**src/rtl/lsu_mem_arbiter.sv**
```systemverilog
// Round-robin arbiter that shares one data-memory channel among NUM_CONSUMERS LSUs.
// Optional watchdog on the memory handshake is enabled by defining LSU_ARB_TIMEOUT_EN.
module lsu_mem_arbiter #(
  parameter int NUM_CONSUMERS  = 4,
  parameter int ADDR_BITS      = 8,
  parameter int DATA_BITS      = 8,
  parameter int TIMEOUT_CYCLES = 255
) (
  input  logic                     clk,
  input  logic                     reset,
  input  logic [NUM_CONSUMERS-1:0] consumer_read_valid,
  input  logic [ADDR_BITS-1:0]     consumer_read_address [NUM_CONSUMERS],
  output logic [NUM_CONSUMERS-1:0] consumer_read_ready,
  output logic [DATA_BITS-1:0]     consumer_read_data [NUM_CONSUMERS],
  input  logic [NUM_CONSUMERS-1:0] consumer_write_valid,
  input  logic [ADDR_BITS-1:0]     consumer_write_address [NUM_CONSUMERS],
  input  logic [DATA_BITS-1:0]     consumer_write_data [NUM_CONSUMERS],
  output logic [NUM_CONSUMERS-1:0] consumer_write_ready,
  output logic                     mem_read_valid,
  output logic [ADDR_BITS-1:0]     mem_read_address,
  input  logic                     mem_read_ready,
  input  logic [DATA_BITS-1:0]     mem_read_data,
  output logic                     mem_write_valid,
  output logic [ADDR_BITS-1:0]     mem_write_address,
  output logic [DATA_BITS-1:0]     mem_write_data,
  input  logic                     mem_write_ready,
  output logic                     timeout_error
);

  typedef enum logic [1:0] {IDLE, READ_WAIT, WRITE_WAIT, RELAY} state_t;

  localparam int IDX_BITS = (NUM_CONSUMERS > 1) ? $clog2(NUM_CONSUMERS) : 1;
  localparam logic [IDX_BITS-1:0] LAST_IDX = IDX_BITS'(NUM_CONSUMERS - 1);

  state_t              state_reg;
  logic [IDX_BITS-1:0] grant_reg;
  logic [IDX_BITS-1:0] last_grant_reg;
  logic                op_read_reg;

  logic [NUM_CONSUMERS-1:0] req;
  logic                     found;
  logic                     pick_read;
  logic [IDX_BITS-1:0]      pick;
  logic [IDX_BITS-1:0]      cand;
  logic                     relay_done;

  generate
    for (genvar gi = 0; gi < NUM_CONSUMERS; gi++) begin : g_req
      assign req[gi] = consumer_read_valid[gi] | consumer_write_valid[gi];
    end
  endgenerate

  // Scan starts one past the previous winner so every requester is served within NUM_CONSUMERS grants.
  always_comb begin
    found     = 1'b0;
    pick      = '0;
    pick_read = 1'b0;
    cand      = '0;
    for (int k = 1; k <= NUM_CONSUMERS; k++) begin
      cand = IDX_BITS'((int'(last_grant_reg) + k) % NUM_CONSUMERS);
      if (!found && req[cand]) begin
        found     = 1'b1;
        pick      = cand;
        pick_read = consumer_read_valid[cand];
      end
    end
  end

  assign relay_done = op_read_reg ? !consumer_read_valid[grant_reg]
                                  : !consumer_write_valid[grant_reg];

`ifdef LSU_ARB_TIMEOUT_EN
  localparam int CNT_BITS = $clog2(TIMEOUT_CYCLES + 1);
  localparam logic [CNT_BITS-1:0] CNT_LAST = CNT_BITS'(TIMEOUT_CYCLES - 1);
  logic [CNT_BITS-1:0] wait_cnt_reg;
  logic                expired;
  assign expired = (wait_cnt_reg == CNT_LAST);
`else
  logic unused_timeout;
  assign unused_timeout = ^TIMEOUT_CYCLES;
  assign timeout_error  = 1'b0;
`endif

  always_ff @(posedge clk) begin
    if (reset) begin
      state_reg            <= IDLE;
      grant_reg            <= '0;
      last_grant_reg       <= LAST_IDX;
      op_read_reg          <= 1'b0;
      mem_read_valid       <= 1'b0;
      mem_read_address     <= '0;
      mem_write_valid      <= 1'b0;
      mem_write_address    <= '0;
      mem_write_data       <= '0;
      consumer_read_ready  <= '0;
      consumer_write_ready <= '0;
      for (int i = 0; i < NUM_CONSUMERS; i++) consumer_read_data[i] <= '0;
`ifdef LSU_ARB_TIMEOUT_EN
      wait_cnt_reg         <= '0;
      timeout_error        <= 1'b0;
`endif
    end else begin
      case (state_reg)
        IDLE: begin
          if (found) begin
            grant_reg      <= pick;
            last_grant_reg <= pick;
            op_read_reg    <= pick_read;
            if (pick_read) begin
              mem_read_valid   <= 1'b1;
              mem_read_address <= consumer_read_address[pick];
              state_reg        <= READ_WAIT;
            end else begin
              mem_write_valid   <= 1'b1;
              mem_write_address <= consumer_write_address[pick];
              mem_write_data    <= consumer_write_data[pick];
              state_reg         <= WRITE_WAIT;
            end
`ifdef LSU_ARB_TIMEOUT_EN
            wait_cnt_reg <= '0;
`endif
          end
        end
        READ_WAIT: begin
          if (mem_read_ready) begin
            mem_read_valid                 <= 1'b0;
            consumer_read_data[grant_reg]  <= mem_read_data;
            consumer_read_ready[grant_reg] <= 1'b1;
            state_reg                      <= RELAY;
          end
`ifdef LSU_ARB_TIMEOUT_EN
          // A stuck memory read is acknowledged with zero data so the LSU never hangs.
          else if (expired) begin
            mem_read_valid                 <= 1'b0;
            consumer_read_data[grant_reg]  <= '0;
            consumer_read_ready[grant_reg] <= 1'b1;
            timeout_error                  <= 1'b1;
            state_reg                      <= RELAY;
          end else begin
            wait_cnt_reg <= wait_cnt_reg + CNT_BITS'(1);
          end
`endif
        end
        WRITE_WAIT: begin
          if (mem_write_ready) begin
            mem_write_valid                 <= 1'b0;
            consumer_write_ready[grant_reg] <= 1'b1;
            state_reg                       <= RELAY;
          end
`ifdef LSU_ARB_TIMEOUT_EN
          else if (expired) begin
            mem_write_valid                 <= 1'b0;
            consumer_write_ready[grant_reg] <= 1'b1;
            timeout_error                   <= 1'b1;
            state_reg                       <= RELAY;
          end else begin
            wait_cnt_reg <= wait_cnt_reg + CNT_BITS'(1);
          end
`endif
        end
        RELAY: begin
          if (relay_done) begin
            consumer_read_ready  <= '0;
            consumer_write_ready <= '0;
            state_reg            <= IDLE;
          end
        end
        default: state_reg <= IDLE;
      endcase
    end
  end

endmodule

```
**config.mk**
```make
export PLATFORM = sky130hd
export DESIGN_NAME = lsu_mem_arbiter
export DESIGN_NICKNAME = d
export VERILOG_FILES = /design/src/rtl/lsu_mem_arbiter.sv
export SDC_FILE = /design/constraint.sdc
export NUM_CORES = 1
export LEC_CHECK = 0
export ABC_AREA = 1
export BUFFER_PORTS_ARGS = -buffer_cell sky130_fd_sc_hd__buf_2
export CORE_MARGIN = 8
export CORE_UTILIZATION = 45
export DETAILED_ROUTE_END_ITERATION = 7
export HOLD_SLACK_MARGIN = 0.02
export PLACE_DENSITY = 0.77
export SYNTH_ARGS = -nofsm -noshare
export SYNTH_HDL_FRONTEND = slang
export SYNTH_SLANG_ARGS = --single-unit
export TNS_END_PERCENT = 1
```
**constraint.sdc**
```tcl
create_clock -name clk -period 2.6 [get_ports clk]
set_input_delay 0.39 -clock clk [delete_from_list [all_inputs] [get_ports clk]]
set_output_delay 0.39 -clock clk [all_outputs]
set_load 0.05 [all_outputs]
```
# [After elaboration in Yosys (flattened, before gate mapping)]
# Index checks and enable logic that the tools add are counted.
# W data, S select, Z words.
[word_totals] elab_cells=136 regBits=73 output_inout_bits=67 inputBits=116
[op_classes] reduce_logical=24 n_eq_ne=9 bitwise=9 order_cmp=9 muxes=66 add_sub_neg=4
[ops] cell="$mux W8" count=7
[ops] cell="$bmux W8 S2" count=3
[ops] cell="$bwmux W32" count=1
[ops] cell="$mux W1" count=26
[ops] cell="$bmux W1 S2" count=10
[ops] cell="$mux W2" count=9
[ops] cell="$demux W8 S2" count=1
[ops] cell="$pmux W4 S2" count=2
[ops] cell="$lt A2 B3 Y1 const B" count=5
[ops] cell="$mux W4" count=3
[ops] cell="$ne A2 B2 Y1 const B" count=6
[ops] cell="$reduce_and A3 Y1" count=4
[ops] cell="$reduce_and A4 Y1" count=3
[ops] cell="$or A4 B4 Y4" count=2
[ops] cell="$pmux W2 S4" count=1
[ops] cell="$reduce_bool A2 Y1" count=4
[ops] cell="$ge A3 B3 Y1 const B" count=2
[ops] cell="$not A2 Y3" count=2
[ops] cell="$logic_and A1 B1 Y1" count=5
[ops] cell="$logic_not A1 Y1" count=5
[ops] cell="$add A2 B1 Y2 const B" count=2
[ops] cell="$add A2 B2 Y2 const B" count=2
[ops] cell="$eq A2 B2 Y1 const B" count=2
[ops] cell="$or A1 B1 Y1" count=4
[ops] cell="8 further kinds" count=10

# [Logic depth before layout (Yosys ltp)]
[logic_depth] depth_word=17 mapped_depth=17 ltp_nobuf=16

# [Worst setup path before layout]
# No wires, ideal clock.
[synth_timing] path_kind="register to register" from="register last_grant_reg[0]" to="register mem_read_address[6]" arrival_time_ns=1.701 path_stages_with_launch=18 setup_slack_ns=0.790 path_cell_list="dfxtp_1 > buf_4 > nand2_1 > nand2_2 > nand3_2 > nand2_4 > inv_2 > nand3_1 > nand2_1 > nor2_2 > nand2_1 > nand2_2 > inv_4 > buf_6 > nor2_1 > nor2_1 > nand2_1 > inv_1"
[synth_via] elab_chain_cells=17
[synth_lines] element="from (decl)" line_no="37" text="logic [IDX_BITS-1:0] last_grant_reg;"
[synth_lines] element="from (signal assigned)" line_no="107" text="last_grant_reg <= pick;"
[synth_lines] element="$add A2 B1 Y2" line_no="60" text="cand = IDX_BITS'((int'(last_grant_reg) + k) % NUM_CONSUMERS);"
[synth_lines] element="$bmux W1 S2" line_no="61" text="if (!found && req[cand]) begin"
[synth_lines] element="$mux W1 (implied by the code)" line_no="61"
[synth_lines] element="$mux W1" line_no="61"
[synth_lines] element="$logic_not A1 Y1" line_no="61"
[synth_lines] element="$logic_and A1 B1 Y1" line_no="61"
[synth_lines] element="$mux W1" line_no="61"
[synth_lines] element="$logic_not A1 Y1" line_no="61"
[synth_lines] element="$logic_and A1 B1 Y1" line_no="61"
[synth_lines] element="$mux W1" line_no="61"
[synth_lines] element="$logic_not A1 Y1" line_no="61"
[synth_lines] element="$logic_and A1 B1 Y1" line_no="61"
[synth_lines] element="$mux W2" line_no="61"
[synth_lines] element="$not A2 Y3 (implied by the code)" line_no="111" text="mem_read_address <= consumer_read_address[pick];"
[synth_lines] element="$bmux W8 S2" line_no="111"
[synth_lines] element="$mux W8 (implied by the code) (2 in series)" line_no="111"
[synth_lines] element="to (signal assigned)" line_no="111"
[synth_lines] element="to (decl)" line_no="20" text="output logic [ADDR_BITS-1:0] mem_read_address,"
# Several ways; a longest one is shown, not always the timed one. The select of a mux whose other input is x is not followed.
# A chain may end at the register's enable or synchronous reset.

# [Final worst setup path]
[layout_timing] from="register last_grant_reg[0]" to="register mem_read_address[7]"
# Same word-level chain as after synthesis.

==> results.toml <==
[finish]
top_register = "consumer_read_data"
layout_commonest_cell = "buf_2"
largest_reg_flops = 32
num_antenna_cells = 0
finalNetCount = 943
fillers = 898
final_cell_mix = "181 x buf_2, 174 x nand2_1, 93 x nor2_1"
regArea_sq_mm = 0.00146
drive_above_1_share_pct = 28.0
multiInputGateArea_sq_mm = 0.00218
fin_area_sq_mm = 0.00526
fin_cells = 939
final_util_pct = 58.1
area_growth_pct = 27.7

[power]
internal_power_mw = 3.15
power_switching_share_pct = 55.2
switchingPower_mw = 3.87
clkPwrFrac_pct = 13.7
power_mw = 7.02
vdd_ir_drop_max_mv = 0.687
combPwrFrac_pct = 63.2
p_seq_share_pct = 23.1
p_leak_nw = 2.95
power_density_mw_per_mm2 = 1330

[drt]
drtIter0Drc = 318
first_pass_iters = 5
wl_microns = 13300
wl_met3_microns = 996
vias = 4807
wl_met1_microns = 5470
antenna_left = 0
route.detailed.drc = 0
wl_met2_microns = 6650
via_per_inst = 5.12
highest_layer = "met4"
wl_per_cell_microns = 14.2

[sta]
finalSetupViolations = 0
period_needed_ns = 2.24
fmax_mhz = 447
worst_pin_slew_ns = 0.546
hold_violations = 0
worst_clock_skew_ns = 0.0139
fin_crit_sh_pct = 86.0
finalSetupTns_ns = 0
fin_ws_ns = 0.364
rsz0062_at_grt = "no"
slew_violations = 0
maxSlewHeadroom_pct = 63.5
worst_hold_slack_ns = 0.304

[clocking]
cts_setup_buffers = 0
cts_buffer_depth = 2
cts_num_sinks = 73
insertion_delay_ns = 0.35
cts_inserted_buffers = 9
cts_tree = "yes"
cts.clk_slew.worst_paths_ns = 0.09
cts_htree_levels = 3
ctsRootBufferMaster = "clkbuf_8"

[critical_path]
worst_setup_path_end_kind = "register"
cp_top_family = "simple AND/OR/NAND/NOR gates"
timing_worst_setup_path_type = "register to register"
cp.buffers_inverters = 3
slowest_stage = "dfxtp_2"
worstPathCellList = "inv_2 -> nand2_1 -> nand2_2 -> nand3_2 -> nand2_4 -> nor2_8 -> nand3b_4 -> nand3_2 -> buf_12 -> nand2_1 -> nand3_1 -> nand3_1 -> nand2_1 -> inv_1"
crit_required_ns = 2.85
worst-endpoint-arrival_ns = 2.48
cp_max_fo = 49
cp_common_cell = "nand2_1"
slowest_delay_ns = 0.45
critPathLaunchType = "register"

[grt]
first_global_vias = 4571
track_usage_pct = 20.5
antenna_found_initial = 0
grt_max_degree = 50
grt-ovfl-total = 0
grt_pass1_wl_microns = 21500

[hold_path]
worst_hold_path_type = "input port to register"

[synthesis]
synth-edff-count = 0
ys_warn_count = 0
synth-main-ff-cell = "dfxtp_1"
yosysSeqAreaShare_pct = 35.5
synth_nets = 773
syn_area_sq_mm = 0.00412
ys_types = 32
synthCells = 653
synth_seq_cells = 73
async_flop_share_pct = 0
synth.avg_cell_area_sq_um = 6.31

[floorplanning]
die-area_sq_mm = 0.0125
rows = 35
start_util_pct = 45.5
die_w_microns = 112
die_height_microns = 112
ios = 183
coreArea_sq_mm = 0.00906

[placed_design]
dpl_cell_area_sq_mm = 0.00505
dp_slack_ns = 0.205
io_buffers = 181
dp_cells = 923
gp_congestion = 0.887
dp_hpwl_microns = 10200

[run]
drv_cap = 0

[run_status]
outcome = "completed"
routing by layer:
layer | up-vias | track usage (%)
met4 | 0 | 6.20
met2 | 184 | 35.0
met3 | 17 | 5.47
met5 | - | 0
li1 | 2420 | -
met1 | 2186 | 24.5
cell families (layout without fill, tap and decap cells):
family                     count (synthesis)  after routing  synth area share, %
and+or+nand+nor                          396            396                 42.5
buffers and inverters                    111            286                 11.7
DFF                                       73             73                 35.5
AOI/OAI and AO/OA                         66             66                 8.59
adders and majority gates                  4              4                 1.21
muxes                                      2              2                0.486
other                                      1              1               0.0910
power groups by stage:
stage               Combinational, mW  Clock (mW)  Sequential (mW)
CTS                              4.42       0.988             1.62
global placement                 4.32           0             1.63
detailed placement               4.40           0             1.64
floorplan                        2.72           0             2.48
global route                     4.88        1.02             1.66
finish                           4.43       0.958             1.62
Yosys cell counts (all sizes together), types with 3 or more instances:
library cell,n,area share [%]
a21oi,16,1.9
dfxtp,73,35
inv,84,7.7
clkbuf,6,0.55
ha,4,1.2
nand3,92,12
buf,21,3.4
nand4,21,3.3
a22oi,3,0.55
o21ai,42,5.2
nand2,183,17
nor2,97,9.5
o211ai,5,0.91
layout make-up:
class | instances | share of cell area [%]
inverter | 84 | 6.09
sequential | 73 | 27.8
clock buffer | 9 | 2.35
timing repair buffer | 186 | 18.2
tap | 111 | 2.64
clock inverter | 7 | 1.57
multi-input combinational | 469 | 41.4
worst min-delay path: stages:
cell and delay [ns]:
buf_2 0.10, nor2_1 0.05, nor2_1 0.08
what timing repair did:
action	in CTS	in global routing
endpoints found under the setup margin	0	22
hold buffers	0	0
resized for setup	0	3
final timing paths:
check	slack [ns]	start	depth (start not counted)	end
worst max-delay path	0.36	last_grant_reg[0]$_SDFFE_PP1P_	14	mem_read_address[7]$_SDFFE_PP0P_
worst min-delay path	0.30	mem_read_data[1]	3	consumer_read_data[1]$_SDFFE_PP0P_
worst max register to register	0.36	last_grant_reg[0]$_SDFFE_PP1P_	14	mem_read_address[7]$_SDFFE_PP0P_
worst min register to register	0.45	mem_write_valid$_SDFFE_PP0P_	2	mem_write_valid$_SDFFE_PP0P_
Power figures use the tool's default switching activity.
